### src/rtl/tdc_pkg.sv
// Shared TDC encodings: pulse-generator source/path selects and launch sequencer states.
package tdc_pkg;
    typedef enum logic { PG_IN  = 1'b0, PG_TOG = 1'b1 } pg_src_t;
    typedef enum logic { BYPASS = 1'b0, REG    = 1'b1 } pg_path_t;
    typedef enum logic [1:0] { IDLE, LAUNCH, GAP, DRAIN } launch_state_t;
    localparam int CAP_LAT_MAX = 15;
endpackage

### src/rtl/tdc_launch_ctrl_if.sv
// Host config / pulse-generator control bundle for the launch sequencer.
interface tdc_launch_ctrl_if #(parameter int CNT_W = 8, parameter int GAP_W = 8);
    logic             cfg_valid;
    logic             cfg_ready;
    logic [CNT_W-1:0] cfg_num;
    logic [GAP_W-1:0] cfg_gap;
    logic             cfg_src;
    logic             cfg_bypass;
    logic             start;
    logic             abort;
    logic             pg_en;
    logic             pg_tog;
    logic             pg_src;
    logic             pg_bypass;
    logic             cap_strobe;
    logic             busy;
    logic             done;
    logic             aborted;
    logic [CNT_W-1:0] launch_cnt;

    modport master (
        output cfg_valid, cfg_num, cfg_gap, cfg_src, cfg_bypass, start, abort,
        input  cfg_ready, pg_en, pg_tog, pg_src, pg_bypass, cap_strobe, busy, done, aborted, launch_cnt
    );
    modport slave (
        input  cfg_valid, cfg_num, cfg_gap, cfg_src, cfg_bypass, start, abort,
        output cfg_ready, pg_en, pg_tog, pg_src, pg_bypass, cap_strobe, busy, done, aborted, launch_cnt
    );
endinterface

### src/rtl/tdc_cap_delay.sv
// Fixed-latency strobe delay: shift register with synchronous clear.
module tdc_cap_delay #(parameter int LAT = 3) (
    input  logic clk,
    input  logic rst_n,
    input  logic i_clr,
    input  logic i_in,
    output logic o_strobe,
    output logic o_idle_next
);
    localparam logic [LAT-1:0] OUT_BIT = LAT'(1) << (LAT - 1);

    logic [LAT-1:0] r_sr;
    logic [LAT-1:0] w_rest;

    // Nothing but the output stage occupied and nothing entering: empty after this edge.
    assign w_rest      = r_sr & ~OUT_BIT;
    assign o_strobe    = r_sr[LAT-1];
    assign o_idle_next = (w_rest == '0) && !i_in;

    always_ff @(posedge clk or negedge rst_n) begin
        if (!rst_n) begin
            r_sr <= '0;
        end else if (i_clr) begin
            r_sr <= '0;
        end else begin
            r_sr[0] <= i_in;
            for (int k = 1; k < LAT; k++) r_sr[k] <= r_sr[k-1];
        end
    end
endmodule

### src/rtl/tdc_launch_ctrl.sv
// Launch sequencer: latches a burst config, drives the pulse generator, delays capture strobes.
import tdc_pkg::*;

module tdc_launch_ctrl #(
    parameter int CNT_W   = 8,
    parameter int GAP_W   = 8,
    parameter int CAP_LAT = 3
) (
    input  logic              clk_launch,
    input  logic              rst_n,
    tdc_launch_ctrl_if.slave  bus
);
    localparam int LAT = (CAP_LAT > CAP_LAT_MAX) ? CAP_LAT_MAX : ((CAP_LAT < 1) ? 1 : CAP_LAT);

    launch_state_t    r_state, w_next;
    logic [CNT_W-1:0] r_cfg_num, r_run_num, r_cnt;
    logic [GAP_W-1:0] r_cfg_gap, r_run_gap, r_gap_cnt;
    logic             r_cfg_src, r_cfg_byp, r_pg_src, r_pg_byp;
    logic             r_tog, r_done, r_aborted;
    logic             w_start_go, w_done_set, w_abort_go;
    logic             w_cfg_xfer, w_launch, w_pipe_idle_next, w_strobe;

    assign w_cfg_xfer = bus.cfg_valid && (r_state == IDLE);
    assign w_launch   = (r_state == LAUNCH);

    always_comb begin
        w_next     = r_state;
        w_start_go = 1'b0;
        w_done_set = 1'b0;
        w_abort_go = 1'b0;
        case (r_state)
            IDLE: if (bus.start && !bus.abort) begin
                w_start_go = 1'b1;
                if (r_cfg_num == '0) w_done_set = 1'b1;
                else                 w_next     = LAUNCH;
            end
            LAUNCH: begin
                if (r_cnt + 1'b1 == r_run_num) w_next = DRAIN;
                else if (r_run_gap == '0)      w_next = LAUNCH;
                else                           w_next = GAP;
            end
            GAP:   if (r_gap_cnt <= GAP_W'(1)) w_next = LAUNCH;
            DRAIN: if (w_pipe_idle_next) begin
                w_next     = IDLE;
                w_done_set = 1'b1;
            end
            default: w_next = IDLE;
        endcase
        // Abort outranks everything, including a completion in the same cycle.
        if (r_state != IDLE && bus.abort) begin
            w_next     = IDLE;
            w_done_set = 1'b0;
            w_abort_go = 1'b1;
        end
    end

    always_ff @(posedge clk_launch or negedge rst_n) begin
        if (!rst_n) begin
            r_state   <= IDLE;
            r_cfg_num <= '0;
            r_cfg_gap <= '0;
            r_cfg_src <= PG_IN;
            r_cfg_byp <= BYPASS;
            r_run_num <= '0;
            r_run_gap <= '0;
            r_pg_src  <= PG_IN;
            r_pg_byp  <= BYPASS;
            r_cnt     <= '0;
            r_gap_cnt <= '0;
            r_tog     <= 1'b0;
            r_done    <= 1'b0;
            r_aborted <= 1'b0;
        end else begin
            r_state   <= w_next;
            r_done    <= w_done_set;
            r_aborted <= w_abort_go;
            if (w_cfg_xfer) begin
                r_cfg_num <= bus.cfg_num;
                r_cfg_gap <= bus.cfg_gap;
                r_cfg_src <= bus.cfg_src;
                r_cfg_byp <= bus.cfg_bypass;
            end
            // A burst snapshots the previously latched config; a simultaneous offer waits for the next one.
            if (w_start_go) begin
                r_run_num <= r_cfg_num;
                r_run_gap <= r_cfg_gap;
                r_pg_src  <= r_cfg_src;
                r_pg_byp  <= r_cfg_byp;
                r_cnt     <= '0;
            end else if (w_cfg_xfer) begin
                r_pg_src  <= bus.cfg_src;
                r_pg_byp  <= bus.cfg_bypass;
            end
            if (w_launch) begin
                r_cnt     <= r_cnt + 1'b1;
                r_gap_cnt <= r_run_gap;
            end else if (r_state == GAP) begin
                r_gap_cnt <= r_gap_cnt - 1'b1;
            end
            if (w_next == LAUNCH) r_tog <= ~r_tog;
        end
    end

    tdc_cap_delay #(.LAT(LAT)) u_cap_delay (
        .clk         (clk_launch),
        .rst_n       (rst_n),
        .i_clr       (w_abort_go),
        .i_in        (w_launch),
        .o_strobe    (w_strobe),
        .o_idle_next (w_pipe_idle_next)
    );

    assign bus.cfg_ready  = (r_state == IDLE);
    assign bus.pg_en      = w_launch;
    assign bus.pg_tog     = r_tog;
    assign bus.pg_src     = r_pg_src;
    assign bus.pg_bypass  = r_pg_byp;
    assign bus.cap_strobe = w_strobe;
    assign bus.busy       = (r_state != IDLE);
    assign bus.done       = r_done;
    assign bus.aborted    = r_aborted;
    assign bus.launch_cnt = r_cnt;
endmodule

### src/flat_wrapper.sv
// flat-port wrapper written by rule: the top's interface ports become plain ports
module tdc_launch_ctrl_flat 
#(
    parameter int CNT_W   = 8,
    parameter int GAP_W   = 8,
    parameter int CAP_LAT = 3
)
  (clk_launch, rst_n, bus_cfg_valid, bus_cfg_num, bus_cfg_gap, bus_cfg_src, bus_cfg_bypass, bus_start, bus_abort, bus_cfg_ready, bus_pg_en, bus_pg_tog, bus_pg_src, bus_pg_bypass, bus_cap_strobe, bus_busy, bus_done, bus_aborted, bus_launch_cnt);
  tdc_launch_ctrl_if #(.CNT_W(CNT_W), .GAP_W(GAP_W)) bus_i ();
  input  logic clk_launch;
  input  logic rst_n;
  input wire logic [$bits(bus_i.cfg_valid)-1:0] bus_cfg_valid;
  input wire logic [$bits(bus_i.cfg_num)-1:0] bus_cfg_num;
  input wire logic [$bits(bus_i.cfg_gap)-1:0] bus_cfg_gap;
  input wire logic [$bits(bus_i.cfg_src)-1:0] bus_cfg_src;
  input wire logic [$bits(bus_i.cfg_bypass)-1:0] bus_cfg_bypass;
  input wire logic [$bits(bus_i.start)-1:0] bus_start;
  input wire logic [$bits(bus_i.abort)-1:0] bus_abort;
  output wire logic [$bits(bus_i.cfg_ready)-1:0] bus_cfg_ready;
  output wire logic [$bits(bus_i.pg_en)-1:0] bus_pg_en;
  output wire logic [$bits(bus_i.pg_tog)-1:0] bus_pg_tog;
  output wire logic [$bits(bus_i.pg_src)-1:0] bus_pg_src;
  output wire logic [$bits(bus_i.pg_bypass)-1:0] bus_pg_bypass;
  output wire logic [$bits(bus_i.cap_strobe)-1:0] bus_cap_strobe;
  output wire logic [$bits(bus_i.busy)-1:0] bus_busy;
  output wire logic [$bits(bus_i.done)-1:0] bus_done;
  output wire logic [$bits(bus_i.aborted)-1:0] bus_aborted;
  output wire logic [$bits(bus_i.launch_cnt)-1:0] bus_launch_cnt;
  assign bus_i.cfg_valid = bus_cfg_valid;
  assign bus_i.cfg_num = bus_cfg_num;
  assign bus_i.cfg_gap = bus_cfg_gap;
  assign bus_i.cfg_src = bus_cfg_src;
  assign bus_i.cfg_bypass = bus_cfg_bypass;
  assign bus_i.start = bus_start;
  assign bus_i.abort = bus_abort;
  assign bus_cfg_ready = bus_i.cfg_ready;
  assign bus_pg_en = bus_i.pg_en;
  assign bus_pg_tog = bus_i.pg_tog;
  assign bus_pg_src = bus_i.pg_src;
  assign bus_pg_bypass = bus_i.pg_bypass;
  assign bus_cap_strobe = bus_i.cap_strobe;
  assign bus_busy = bus_i.busy;
  assign bus_done = bus_i.done;
  assign bus_aborted = bus_i.aborted;
  assign bus_launch_cnt = bus_i.launch_cnt;
  tdc_launch_ctrl #(.CNT_W(CNT_W), .GAP_W(GAP_W), .CAP_LAT(CAP_LAT)) u_core (.clk_launch(clk_launch), .rst_n(rst_n), .bus(bus_i));
endmodule
### config.mk
export PLATFORM = sky130hd
export DESIGN_NAME = tdc_launch_ctrl_flat
export DESIGN_NICKNAME = d
export VERILOG_FILES = /design/src/rtl/tdc_pkg.sv /design/src/rtl/tdc_launch_ctrl_if.sv /design/src/rtl/tdc_cap_delay.sv /design/src/rtl/tdc_launch_ctrl.sv /design/src/flat_wrapper.sv
export SDC_FILE = /design/constraint.sdc
export NUM_CORES = 1
export LEC_CHECK = 0
export CAP_MARGIN = 15
export CORE_MARGIN = 3
export CORE_UTILIZATION = 55
export DETAILED_ROUTE_END_ITERATION = 8
export GPL_TIMING_DRIVEN = 0
export HOLD_SLACK_MARGIN = 0.03
export PLACE_DENSITY = 0.8
export SKIP_LAST_GASP = 1
export SYNTH_ARGS = -nofsm -noshare
export SYNTH_HDL_FRONTEND = slang
export SYNTH_SLANG_ARGS = --single-unit
### constraint.sdc
create_clock -name clk_launch -period 3.03 [get_ports clk_launch]
set_clock_uncertainty 0.2 [all_clocks]
set_input_delay 0.303 -clock clk_launch [delete_from_list [all_inputs] [get_ports clk_launch]]
set_output_delay 0.303 -clock clk_launch [all_outputs]
set_load 0.05 [all_outputs]
==> flow_summary.toml <==
[run_status]
status = "complete, no violations"

[timing]
relSlewSlack = 0.575
finalCritPeriodShare = 0.882
grt_setup_unrepaired = "false"
maxSlewViolCount = 0
max_freq_mhz = 374
worstMarginPinSlew_ns = 0.637
setup_viol = 0
layout_min_cycle_time_ns = 2.67
final-hold-violation-count = 0
setup_ws_ns = 0.357

[yosys]
synth_common_cells = "dfrtp_1, mux2_2, nand2_1, a21oi_1"
syn_area_um2 = 2990
syn_avg_cell_area_um2 = 11.0
synth_cell_types = 49
synth_seq_cells = 60
synth_fp_nets = 302
synth_edf_count = 0
yosysSeqAreaShare = 0.502
synth_warnings = 0
synth_cells = 272
synth.area.top_cells = "dfrtp_1, mux2_2, ha_1"
yosys.area.top_type = "dfrtp_1"
synth-async-reset-ratio = 1.00
yosysMostFrequentCell = "dfrtp_1"
synth_top_area_frac = 0.502
synth-main-ff-cell = "dfrtp_1"

[worst_hold_path]
hold_path_depth = 1
whs_endpoint = "u_core.bus.pg_tog"
hp-start = "u_core.bus.pg_tog"
hold_class = "flop to flop"

[floorplanning]
coreArea_um2 = 5170
die_h_um = 79.7
fp-row-count = 26
initial_core_util = 0.578
dieArea_um2 = 6360
fp.dieW_um = 79.7
io_pins = 40

[worst_setup_path]
cp-end-kind = "output port"
r2r_end = "u_core.bus.launch_cnt[7]"
cp.arrival_ns = 2.17
reg2regPathDepth = 8
r2r-start = "u_core.r_state[0]"
r2r_slack_ns = 0.41
crit_path_max_fanout = 6
cp.required_ns = 2.53
path_class = "flop to output port"
critPathLaunch = "u_core.r_state[0]"
worstSetupStartpointType = "flop"

[final_layout]
n_antenna_cell = 0
nets = 354
area_delta_synth_final_pct = 23.9
drive_gt1_frac = 0.180
utilization = 0.716

[clock_tree]
cts_buffer_depth = 2
ctsHtreeMaxLevel = 3
cts_made_buffers = 9
post_cts.repair.setup_buffers = 0
clockRootBuffer = "clkbuf_8"
clk_pin_slew_ns = 0.06
clk_latency_ns = 0.34
cts_tree = "yes"
cts.sink_count = 60

[placed_design]
routabilityCongestion = 0.802
port_buffers = 39
hpwl_um = 4400
pre_cts_ws_ns = 0.377

[power]
cellLeakagePower_uw = 0.00156
pwr_density_cell_nw_per_um2 = 1120
peakVddDrop_mv = 0.699

[global_route]
grt_max_degree = 34
antenna_found_initial = 0
track_usage = 0.217
grt_pass1_vias = 2279
grt_pass1_wl_um = 10600
gr-total-overflow = 0

[detailed_routing]
ant_nets = 0
drt_pre_antenna_iters = 4
initialDrtViolationCount = 210
vias_per_cell = 5.72
wirelength_um = 6040
vias = 2278
routedWlPerCell_um = 15.2
drc = 0

[flow_run]
maxCapViolations = 0
placed cells by master (no fill, tap or decap), types with 8 or more instances in the layout:
master / n
clkdlybuf4s50_1: 38
o21ai_0: 13
a21oi_1: 14
nor2_1: 13
nand2_1: 22
clkbuf_1: 10
mux2_2: 32
clkbuf_8: 12
inv_1: 9
nand3_1: 8
dfrtp_1: 60
layout make-up:
| cell class | instances | area, µm² |
|---|---|---|
| repair buffers | 41 | 415 |
| well taps | 70 | 87.6 |
| flip-flops and latches | 60 | 1500 |
| fillers | 380 | 1470 |
| clock buffers | 12 | 165 |
| clock inverters | 3 | 45.0 |
| inverters | 9 | 33.8 |
| plain buffers | 13 | 63.8 |
| multi-input cells | 190 | 1390 |
cells by family (layout without fill, tap and decap cells):
kind of cell | count (synthesis) | in the layout | synth area share
AOI/OAI and AO/OA | 57 | 57 | 0.116
DFF | 60 | 60 | 0.502
xor gates and xnor gates | 13 | 13 | 0.0427
muxes | 41 | 41 | 0.152
buffers and inverters | 22 | 78 | 0.0326
and+or+nand+nor | 72 | 72 | 0.126
adders and majority gates | 7 | 7 | 0.0293
repair_timing:
item | in CTS | in global routing
resized for setup | 0 | 0
endpoints found under the hold margin | 27 | 0
hold buffers | 1 | 0
worst max-delay path: stages (launching register included):
cell and delay (ns):
dfrtp_1 0.43, inv_1 0.11, ha_1 0.30, inv_1 0.16, clkdlybuf4s50_1 0.83
per-layer routing:
metal  GRT usage  share of wire  vias to the layer above  wire length, µm
met3      0.0587          0.060                       15              364
li1            -              -                     1078                -
met4      0.0825          0.022                        0              132
met5           0              0                        -                0
met2       0.327           0.47                       73             2830
met1       0.298           0.45                     1112             2720
stage by stage:
stage                     TNS [ns]  hold WS, ns  power, µW  area [µm²]  instances
after global placement      -24.36        0.259       3310        3470        381
after global routing             0        0.298       4440        3700        398
final                            0        0.277       4140        3700        398
after floorplan                  0       -0.193       2860        2990        272
after CTS                        0        0.278       4160        3700        398
after detailed placement         0        0.170       3400        3480        382
registers in the layout (all words and copies together) (netlist names), 2 cells and up:
name and flops:
u_core.u_cap_delay.r_sr 3, u_core.r_cfg_num 8, u_core.r_state 2, u_core.r_cfg_gap 8, u_core.bus.launch_cnt 8, u_core.r_run_num 8
u_core.r_gap_cnt 8, u_core.r_run_gap 8
worst max-delay path by stage:
stage                     depth (start not counted)                        to  slack, ns
after floorplan                                   8  u_core.bus.launch_cnt[0]       0.28
after global placement                            1       u_core.r_cfg_num[5]      -0.41
after detailed placement                          8  u_core.bus.launch_cnt[7]       0.38
after CTS                                         4                  bus_busy       0.35
after global routing                              8  u_core.bus.launch_cnt[0]       0.15
final                                             4                  bus_busy       0.36
power by group:
part	switching [µW]	leakage, µW	internal (µW)	total, µW
combinational	1060	0.000726	829	1890
sequential	331	0.000737	1180	1510
clock	308	0.000101	442	750
total	1690	0.00156	2450	4140
Note: power is estimated with default switching activity, not from simulation.
